`src/rtl/demux1an_rr_param.sv`:
```
// Round-robin 1-to-LANES word demultiplexer: collects words into per-lane holding
// registers and emits full groups, or idle-flushed partial groups, with per-lane valids.
module demux1an_rr_param #(
    parameter int WIDTH         = 8,
    parameter int LANES         = 4,
    parameter int FLUSH_PARTIAL = 1,
    parameter int IDLE_CYCLES   = 2
) (
    input  logic                       clk_4f,
    input  logic                       reset_L,
    input  logic                       sync_clear,
    input  logic                       valid_in,
    input  logic [WIDTH-1:0]           data_in,
    output logic [LANES*WIDTH-1:0]     data_out,
    output logic [LANES-1:0]           valid_out,
    output logic                       group_strobe,
    output logic                       partial,
    output logic [$clog2(LANES)-1:0]   lane_ptr
);

    localparam int PW = $clog2(LANES);
    localparam int IW = 4;
    localparam logic [PW-1:0] LAST_LANE = PW'(LANES - 1);
    localparam logic [IW-1:0] IDLE_MAX  = IW'(IDLE_CYCLES);
    localparam logic [IW-1:0] IDLE_PRE  = IW'(IDLE_CYCLES - 1);

    // valid_in qualifies data_in with no backpressure: every valid word is taken on the
    // edge it is presented, unless sync_clear is high in that cycle.
    logic [PW-1:0]                  ptr_q, ptr_d;
    logic [LANES-1:0]               fill_q, fill_d;
    logic [IW-1:0]                  idle_q, idle_d;
    logic [LANES-2:0][WIDTH-1:0]    shadow_q, shadow_d;
    logic [LANES*WIDTH-1:0]         data_out_q, data_out_d;
    logic [LANES-1:0]               valid_out_q, valid_out_d;
    logic                           strobe_q, strobe_d;
    logic                           partial_q, partial_d;

    logic                           full_emit;
    logic                           flush_emit;
    logic [IW-1:0]                  idle_next;

    assign full_emit  = valid_in && !sync_clear && (ptr_q == LAST_LANE);
    assign idle_next  = (idle_q == IDLE_MAX) ? idle_q : idle_q + 4'd1;
    // Flush only on the edge where the idle count first reaches its limit, so one per idle period.
    assign flush_emit = (FLUSH_PARTIAL != 0) && !sync_clear && !valid_in &&
                        (idle_q == IDLE_PRE) && (|fill_q);

    always_comb begin
        ptr_d       = ptr_q;
        fill_d      = fill_q;
        idle_d      = idle_q;
        shadow_d    = shadow_q;
        data_out_d  = data_out_q;
        valid_out_d = '0;
        strobe_d    = 1'b0;
        partial_d   = 1'b0;

        if (sync_clear) begin
            ptr_d  = '0;
            fill_d = '0;
            idle_d = '0;
        end else if (valid_in) begin
            idle_d = '0;
            if (full_emit) begin
                data_out_d  = {data_in, shadow_q};
                valid_out_d = '1;
                strobe_d    = 1'b1;
                ptr_d       = '0;
                fill_d      = '0;
            end else begin
                for (int k = 0; k < LANES - 1; k++) begin
                    if (ptr_q == PW'(k)) begin
                        shadow_d[k] = data_in;
                    end
                end
                fill_d[ptr_q] = 1'b1;
                ptr_d         = ptr_q + 1'b1;
            end
        end else begin
            idle_d = idle_next;
            if (flush_emit) begin
                data_out_d = '0;
                for (int k = 0; k < LANES - 1; k++) begin
                    if (fill_q[k]) begin
                        data_out_d[k*WIDTH +: WIDTH] = shadow_q[k];
                    end
                end
                valid_out_d = fill_q;
                strobe_d    = 1'b1;
                partial_d   = 1'b1;
                ptr_d       = '0;
                fill_d      = '0;
            end
        end
    end

    always_ff @(posedge clk_4f or negedge reset_L) begin
        if (!reset_L) begin
            ptr_q       <= '0;
            fill_q      <= '0;
            idle_q      <= '0;
            shadow_q    <= '0;
            data_out_q  <= '0;
            valid_out_q <= '0;
            strobe_q    <= 1'b0;
            partial_q   <= 1'b0;
        end else begin
            ptr_q       <= ptr_d;
            fill_q      <= fill_d;
            idle_q      <= idle_d;
            shadow_q    <= shadow_d;
            data_out_q  <= data_out_d;
            valid_out_q <= valid_out_d;
            strobe_q    <= strobe_d;
            partial_q   <= partial_d;
        end
    end

    assign data_out     = data_out_q;
    assign valid_out    = valid_out_q;
    assign group_strobe = strobe_q;
    assign partial      = partial_q;
    assign lane_ptr     = ptr_q;

endmodule

```
`config.mk`:
```
export PLATFORM = sky130hd
export DESIGN_NAME = demux1an_rr_param
export DESIGN_NICKNAME = d
export VERILOG_FILES = /design/src/rtl/demux1an_rr_param.sv
export SDC_FILE = /design/constraint.sdc
export NUM_CORES = 1
export LEC_CHECK = 0
export BUFFER_PORTS_ARGS = -buffer_cell sky130_fd_sc_hd__buf_4
export CORE_MARGIN = 2
export CORE_UTILIZATION = 40
export CTS_CLUSTER_SIZE = 24
export DETAILED_ROUTE_END_ITERATION = 8
export HOLD_SLACK_MARGIN = 0.05
export MAX_ROUTING_LAYER = met4
export PLACE_DENSITY = 0.68
export SLEW_MARGIN = 10
export SYNTH_ARGS = -nofsm -noshare
export SYNTH_HDL_FRONTEND = slang
export SYNTH_SLANG_ARGS = --single-unit
```
`constraint.sdc`:
```
create_clock -name clk_4f -period 5.5 [get_ports clk_4f]
set_input_delay 1.1 -clock clk_4f [delete_from_list [all_inputs] [get_ports clk_4f]]
set_output_delay 1.1 -clock clk_4f [all_outputs]
set_load 0.005 [all_outputs]
```
==> results of run 1 <==
[logic make-up after synthesis]
group / count (synthesis) / share of synthesized area
adders and majority gates: 7 / 0.0298
buffers and inverters: 22 / 0.0328
AOI/OAI and AO/OA: 43 / 0.103
DFF: 72 / 0.613
muxes: 24 / 0.0920
xor gates and xnor gates: 2 / 0.00596
and+or+nand+nor: 77 / 0.123
[power by group]
group / internal, mW / switching, mW / total, mW
combinational: 0.161 / 0.104 / 0.266
clock: 0.180 / 0.179 / 0.359
sequential: 0.643 / 0.0643 / 0.708
total: 0.985 / 0.348 / 1.33
[registers in the layout, summed over array words and instances (netlist names)]
signal / flops
shadow_q: 24
group_strobe: 1
valid_out: 4
fill_q: 4
data_out: 32
lane_ptr: 2
partial: 1
idle_q: 4
[layout by cell type, fill, tap and decap left out, types with 2 or more instances in the layout]
master	count
dfrtp_1	72
buf_4	55
nand2_1	49
mux2_2	24
o22ai_1	24
clkbuf_8	11
a22o_1	8
inv_1	7
nor2_1	7
ha_1	7
a21o_1	4
or2_2	4
nand2b_1	3
nand3b_1	2
nor4bb_1	2
a21oi_1	2
nor3b_1	2
o32ai_1	2
[layer usage]
metal  vias up  GRT usage  routed length, microns
li1        953          -                       -
met1       982      0.231                    3000
met2        60      0.227                    2790
met3        13     0.0285                     293
met4         0     0.0949                     127
met5         -          -                       0
[critical path: stages]
cell	delay, ns
buf_4	0.14
or2_1	0.36
nor3_2	0.81
buf_4	0.36
o22ai_1	0.11
[stage by stage]
step           hold slack [ns]  utilization  worst slack [ns]  area [sq um]  cells
6_report                 0.509        0.498              2.83          3570    399
5_1_grt                  0.524        0.498              2.67          3570    399
4_1_cts                  0.511        0.498              2.81          3570    399
3_5_place_dp             0.482        0.475              2.45          3410    386
3_3_place_gp             0.489        0.475              2.49          3410    386
2_1_floorplan            0.466            -              3.23          2940    247
[final cells by class]
| class | count | area [sq um] |
|---|---|---|
| Clock buffer | 12 | 155 |
| Sequential cell | 72 | 1800 |
| Fill cell | 655 | 3600 |
| Timing Repair Buffer | 55 | 413 |
| Inverter | 7 | 26.3 |
| Tap cell | 99 | 124 |
| Clock inverter | 1 | 5.00 |
| Multi-Input combinational cell | 153 | 1050 |
[final timing paths]
path	slack, ns	end	cells past startpoint	from
worst max-delay path	2.83	data_out[4]	5	valid_in
worst min-delay path	0.51	data_out[24]	1	data_out[24]
worst max register to register	3.09	data_out[22]	5	lane_ptr[0]
worst min register to register	0.51	data_out[24]	1	data_out[24]
max in group asynchronous	4.04	idle_q[1]	1	reset_L
min in group asynchronous	0.88	data_out[22]	1	reset_L
==> metrics, run 1 <==
Synth top cells by count 72 x dfrtp_1, 49 x nand2_1, 24 x mux2_2, 24 x o22ai_1; Reg clk slew, reported paths 0.07 ns; Ys Warns 0; Clock Sinks 72; maximum clock path buffer count 2; DRC 0; grt ovf 0; Mapped Avg Cell Area 11.9 sq um; ys flop type dfrtp_1; count leader, synth dfrtp_1; Synth async-reset ratio 1.00; Worst VDD drop 131 uV; final hold vios 0; Final #Nets 317; biggest area consumer among synthesized cells dfrtp_1; Root Driver clkbuf_8; WP data arrival 2.88 ns; first-pass GRT wire length 9950 microns; total CTS buffers 9; number of global-route vias before repair 1880; core area 7180 sq um; initial antenna violation count 0; CP required 5.71 ns; largest net degree at the start of global routing 73; Post-synth EDFFs 0; Min Clock Period, post-route 2.67 ns; PortBufs 51; worst slew pin tran 1.06 ns; final count of pins violating max slew 0; drt total wl 6210 microns; n_diodes 0; clock skew 0.00714 ns; all-layer global routing usage 0.165; library cells used by synthesis 33; status completed; Rows 31; post-route ant nets 0; DR vias/cell 5.03; Post-Syn Instances 247; layout cells sized above 1 0.330; max-cap viol count 0; Synth Cell Area 2940 sq um; Pre-Repair DR Iteration Count 4; Clock Latency Late Sink 0.34 ns; relative max-transition margin 0.288; DR WL/cell 15.6 microns; largest cells by area after synthesis dfrtp_1 61%, mux2_2 9.2%, nand2_1 6.3%; initial DRC count 115; DR vias 2008; post-DP HPWL 4040 microns; TritonCTS clock tree done; Mapped Nets 266; #FFs+latches synth 72; H-Tree Depth 3; Die Ht 89.7 microns; Critical Path End Type flip-flop; Tot Pwr 1.33 mW; postcts setup bufs 0; Seq/Total Area, Yosys 0.613; Initial Util 0.410; Layout area overhead 21.5%; Post-CTS Resized 0; share of the synthesized area in the top cell type 0.613; WS Path Type in -> reg; Max FO, Critical Path 15; Pleak 1.74 nW; hold_buf cts 0; # setup viols final 0; worst min-delay path class reg -> reg; Pwr Density 373 nW/um^2; RSZ-0062 raised after global routing no; period utilization 0.486; Placer Congestion 0.734; Fin Setup TNS 0 ns; fmax 0.374 GHz; Ports 52; Die ar. 8050 sq um; Worst setup SP type input pin; Die Width 89.7 microns
Note: power is estimated with default switching activity, not from simulation.
==> inputs of run 2 (changes only) <==
Clock period 5.5 ns to 2.7 ns, I/O delays scaled along.
==> metrics, run 2 (synthesis gave the netlist of run 1 again) <==
status completed; sequential cell area 1800 sq um (unchanged); most frequent cells in the layout 72 x dfrtp_1, 57 x buf_4, 49 x nand2_1, 24 x mux2_2, 24 x o22ai_1; fillers 632 (-3.5%); Ports 52 (unchanged); final core area utilization 0.505 (+0.00732); Max FO, Critical Path 27 (+12); post-route ant nets 0 (unchanged); final non-filler cell total 404 (+1.3%); Worst VDD drop 300 uV (+130%); Pre-Repair DR Iteration Count 4 (unchanged); most common cell after layout, fill and taps aside dfrtp_1; Final #Nets 319 (+0.63%); initial antenna violation count 0 (unchanged); TritonCTS clock tree done; Worst Slack Setup Final 0.784 ns (-2.04 ns); CP required 2.90 ns (-2.81 ns); first-pass GRT wire length 9820 microns (-1.3%); layout cells sized above 1 0.341 (+0.0110); Pleak 1.77 nW (+1.4%); r2r endpoint data_out[6]; Fin Setup TNS 0 ns (unchanged); maximum clock path buffer count 2 (unchanged); Die Ht 89.7 microns (unchanged); final hold vios 0 (unchanged); Initial Util 0.410 (unchanged); Root Driver clkbuf_8; core area 7180 sq um (unchanged); Critical Path End Type flip-flop; number of global-route vias before repair 1940 (+3.2%); RSZ-0062 raised after global routing no; final count of pins violating max slew 0 (unchanged); worst slew pin tran 0.880 ns (-0.184 ns); max-cap viol count 0 (unchanged); Placer Congestion 0.787 (+7.2%); Layout area overhead 23.3%; Rows 31 (unchanged); all-layer global routing usage 0.161 (-0.00365); clock skew 0.00986 ns (+0.00272 ns); Inst Count DP 388 (+0.52%); post-DP HPWL 4010 microns (-0.63%); DR WL/cell 15.1 microns (-2.8%); max FFs per register 32 (unchanged); Post-CTS Resized 0 (unchanged); pre-CTS WS 0.704 ns (-1.74 ns); Clock Sinks 72 (unchanged); postcts setup bufs 0 (unchanged); hold_buf cts 0 (unchanged); initial DRC count 129 (+12%); PortBufs 51 (unchanged); n_diodes 0 (unchanged); r2r startpoint idle_q[1]; area of the multi-input gates 1050 sq um (unchanged); relative max-transition margin 0.413 (+0.125); r2r setup slk 0.78 ns (-2.31 ns); Worst setup SP type flip-flop; drt total wl 6110 microns (-1.6%); DR vias/cell 4.97 (-1.2%); WP data arrival 2.12 ns (-0.76 ns); worst min-delay path class in -> async; WS Path Type reg -> reg; largest net degree at the start of global routing 73 (unchanged); Pwr Density 782 nW/um^2 (+110%); Tot Pwr 2.83 mW (+110%); Reg clk slew, reported paths 0.08 ns (about the same); DRC 0 (unchanged); grt ovf 0 (unchanged); Clock Latency Late Sink 0.34 ns (about the same); Die ar. 8050 sq um (unchanged); period utilization 0.710; Min Clock Period, post-route 1.92 ns; Die Width 89.7 microns (unchanged); H-Tree Depth 3 (unchanged); # setup viols final 0 (unchanged); DR vias 2008 (unchanged); fmax 0.522 GHz; worst-case reg-to-reg path depth 6 (+1); total CTS buffers 9 (unchanged)
[run 2: cell type report]
| cell class | instances | area share |
|---|---|---|
| Sequential cell | 72 | 0.497 |
| Multi-Input combinational cell | 153 | 0.289 |
| Timing Repair Buffer | 57 | 0.118 |
| Clock buffer | 11 | 0.0390 |
| Tap cell | 99 | 0.0342 |
| Clock inverter | 5 | 0.0155 |
| Inverter | 7 | 0.00725 |
[run 2: power by group]
part	leakage, nW	internal, mW	switching, mW
clock network	0.0993	0.451	0.397
logic	0.723	0.330	0.218
registers	0.945	1.31	0.130
total	1.77	2.09	0.745
[run 2: how the worst max path moves through the flow]
stage                     startpoint           end  slack, ns  cells past startpoint
final                      idle_q[1]   data_out[6]       0.78                      6
after global routing       idle_q[1]  data_out[10]       0.69                      6
after CTS                  idle_q[1]  data_out[25]       0.78                      6
after detailed placement  sync_clear  shadow_q[10]       0.70                      4
after global placement    sync_clear  shadow_q[15]       0.73                      4
after floorplan            idle_q[1]  data_out[27]       0.95                      6
[run 2: metal layers]
| metal | part of all wire | track usage |
|---|---|---|
| met1 | 0.49 | 0.229 |
| met2 | 0.45 | 0.220 |
| met3 | 0.042 | 0.0453 |
| met4 | 0.013 | 0.0641 |
| met5 | 0 | - |
[run 2: worst max-delay path, stage by stage (launching register included)]
cell and delay (ns):
dfrtp_1 0.43, inv_1 0.07, ha_1 0.12, or3b_1 0.41, nor3_2 0.26, buf_4 0.34
o22ai_1 0.14
[run 2: metrics by stage]
step | hold WS, ns | area (sq um)
after floorplan | 0.244 | 2940
after global placement | 0.487 | 3430
after detailed placement | 0.485 | 3430
after CTS | 0.344 | 3620
after global routing | 0.401 | 3620
final | 0.311 | 3620
==> inputs of run 3 (changes only) <==
Settings changed: ABC_AREA from default to 1.
Clock period 2.7 ns to 1.8 ns, I/O delays scaled along.
==> metrics, run 3 <==
status completed; #FFs+latches synth 72 (unchanged); final hold vios 0 (unchanged); Synth Cell Area 3180 sq um (+8.2%); post-route ant nets 0 (unchanged); Pleak 2.21 nW (+25%); Hold Path Depth 5; Max FO, Critical Path 16 (-41%); final core area utilization 0.508 (+0.00280); max FFs per register 32 (unchanged); internal power 3.34 mW (+60%); Die ar. 8680 sq um (+7.8%); WL met2 3190 microns (+16%); clock skew 0.00928 ns (-0.000576 ns); PortBufs 51 (unchanged); Synth Area in Adders 0.0275 (-0.00226); Ys Warns 0 (unchanged); H-Tree Depth 3 (unchanged); most frequent cells in the layout 120 x nand2_1, 72 x dfrtp_1, 57 x buf_4, 47 x inv_1, 39 x nand3_1; DR WL/cell 12.9 microns (-15%); DR vias 2528 (+26%); WP data arrival 1.87 ns (-0.25 ns); Synth async-reset ratio 1.00 (unchanged); first-pass GRT wire length 11900 microns (+21%); initial antenna violation count 0 (unchanged); r2r setup slk 0.18 ns (-0.60 ns); n_diodes 0 (unchanged); largest cells by area after synthesis dfrtp_1 57%, nand2_1 14%, nand3_1 6.1%; DR vias/cell 4.71 (-5.3%); pre-CTS WS 0.180 ns (-0.524 ns); period utilization 0.900 (+0.191); r2r endpoint shadow_q[16]; clock power share 0.351 (+0.052); Reg clk slew, reported paths 0.07 ns (about the same); wl on met1 3300 microns (+9.5%); Synth Area in Simple Gates 0.261 (+0.138); Mapped Avg Cell Area 8.48 sq um (-29%); biggest area consumer among synthesized cells dfrtp_1; all-layer global routing usage 0.181 (+0.0198); Placer Congestion 0.815 (+3.6%); fillers 738 (+17%); r2r startpoint lane_ptr[0]; Reg power frac 0.470 (-0.038); hold path startpoint data_in[5]; Final #Nets 449 (+41%); share of the synthesized area in the top cell type 0.566 (-0.0465); worst slew pin tran 0.550 ns (-0.330 ns); Worst setup SP type flip-flop; TritonCTS clock tree done; drt total wl 6910 microns (+13%); Post-CTS Resized 0 (unchanged); # setup viols final 0 (unchanged); Switching Power 1.17 mW (+57%); fmax 0.617 GHz (+18%); grt ovf 0 (unchanged); Critical Path End Type flip-flop; WS Path Type reg -> reg; Post-synth EDFFs 0 (unchanged); worst-case reg-to-reg path depth 4 (-2); relative max-transition margin 0.632 (+0.219); maximum clock path buffer count 2 (unchanged); Ports 52 (unchanged); Min Clock Period, post-route 1.62 ns (-0.296 ns); Pwr Density 1150 nW/um^2 (+47%); post-synthesis mux area share 0 (-0.0920); Clock Sinks 72 (unchanged); ys flop type dfrtp_1; Comb power frac 0.179 (-0.014); Die Width 93.2 microns (+3.8%); count leader, synth nand2_1; post-DP HPWL 4850 microns (+21%); Worst VDD drop 404 uV (+35%); Post-Syn Instances 375 (+52%); Switching Fraction 0.260 (-0.00277); DRC 0 (unchanged); Seq/Total Area, Yosys 0.566 (-0.0465); Worst Slack Setup Final 0.180 ns (-0.604 ns); Initial Util 0.412 (+0.00200); Pre-Repair DR Iteration Count 6 (+2); most common cell after layout, fill and taps aside nand2_1; largest net degree at the start of global routing 61 (-16%); final count of pins violating max slew 0 (unchanged); met3 WL post-DR 265 microns (+3.1%); Rows 32 (+3.2%); CP required 2.05 ns (-0.85 ns); top sig layer met4; Die Ht 93.2 microns (+3.8%); max-cap viol count 0 (unchanged); main combinational cell family by area after synthesis simple AND/OR/NAND/NOR gates; core area 7730 sq um (+7.7%); Clock Latency Late Sink 0.34 ns (about the same); library cells used by synthesis 21 (-36%); Hold WS 0.310 ns (-0.00106 ns); compound-cell area share of the yosys netlist 0.0492 (-0.0538); number of global-route vias before repair 2526 (+30%); postcts setup bufs 0 (unchanged); worst min-delay path class in -> reg; initial DRC count 89 (-31%); endpoint of the worst hold-timing path data_out[29]; Root Driver clkbuf_8; Synth top cells by count 120 x nand2_1, 72 x dfrtp_1, 47 x inv_1, 39 x nand3_1, 34 x nor2_1; layout cells sized above 1 0.191 (-0.150); RSZ-0062 raised after global routing yes; post-synthesis xor/xnor area fraction 0.00551 (-0.000453); Layout area overhead 23.4% (about the same); Mapped Nets 394 (+48%); total CTS buffers 9 (unchanged)
==> run 3: cell type report <==
type | instances | area [sq um] | share of cell area
inverter | 50 | 190 | 0.0485
sequential | 72 | 1800 | 0.459
clock inverter | 5 | 103 | 0.0261
tap | 102 | 128 | 0.0325
clock buffer | 11 | 151 | 0.0386
multi-input combinational | 238 | 1090 | 0.278
timing repair buffer | 59 | 458 | 0.117
==> run 3: cell families (layout without fill, tap and decap cells) <==
logic type               count (synthesis)  count (layout)
AND/OR/NAND/NOR                        200             200
adder cells (fa/ha/maj)                  7               7
flip-flops                              72              72
buffers and inverters                   65             125
AO/OA/AOI/OAI                           29              29
XOR/XNOR                                 2               2
==> run 3: worst max-delay path by stage <==
stage,startpoint,endpoint,slack [ns],depth (start not counted)
4_1_cts,lane_ptr[0],shadow_q[16],0.16,4
6_report,lane_ptr[0],shadow_q[16],0.18,4
3_3_place_gp,lane_ptr[0],shadow_q[22],0.25,5
3_5_place_dp,lane_ptr[0],shadow_q[16],0.18,4
5_1_grt,lane_ptr[0],shadow_q[3],-0.01,5
2_1_floorplan,lane_ptr[0],shadow_q[13],0.36,6
==> run 3: layer usage <==
layer | vias to the layer above | track usage
met5 | - | -
met4 | 0 | 0.0772
met1 | 1199 | 0.230
met2 | 51 | 0.286
li1 | 1266 | -
met3 | 12 | 0.0338
==> run 3: timing repair <==
item,CTS,global route
setup endpoints to repair,0,1
hold endpoints to repair,12,0
hold buffers,1,0
==> run 3: critical path, stage by stage (launching register included) <==
cell and delay [ns]:
dfrtp_1 0.43, ha_1 0.29, nor3_4 0.25, nand2_1 0.30, o21ai_0 0.26
==> run 3: power by group through the flow <==
| stage | clock (mW) | sequential, mW | combinational [mW] |
|---|---|---|---|
| after detailed placement | 0 | 2.15 | 0.823 |
| after CTS | 1.61 | 2.12 | 0.827 |
| after floorplan | 0 | 2.12 | 0.417 |
| after global placement | 0 | 2.14 | 0.795 |
| final | 1.58 | 2.12 | 0.808 |
| after global routing | 1.69 | 2.16 | 0.938 |
==> run 3: metrics by stage <==
stage	power [mW]	instances	TNS, ns	area [sq um]
finish	4.51	537	0	3920
global route	4.79	537	-0.0131	3920
CTS	4.55	537	0	3920
detailed placement	2.97	520	0	3660
global placement	2.93	520	0	3660
floorplan	2.54	375	0	3180
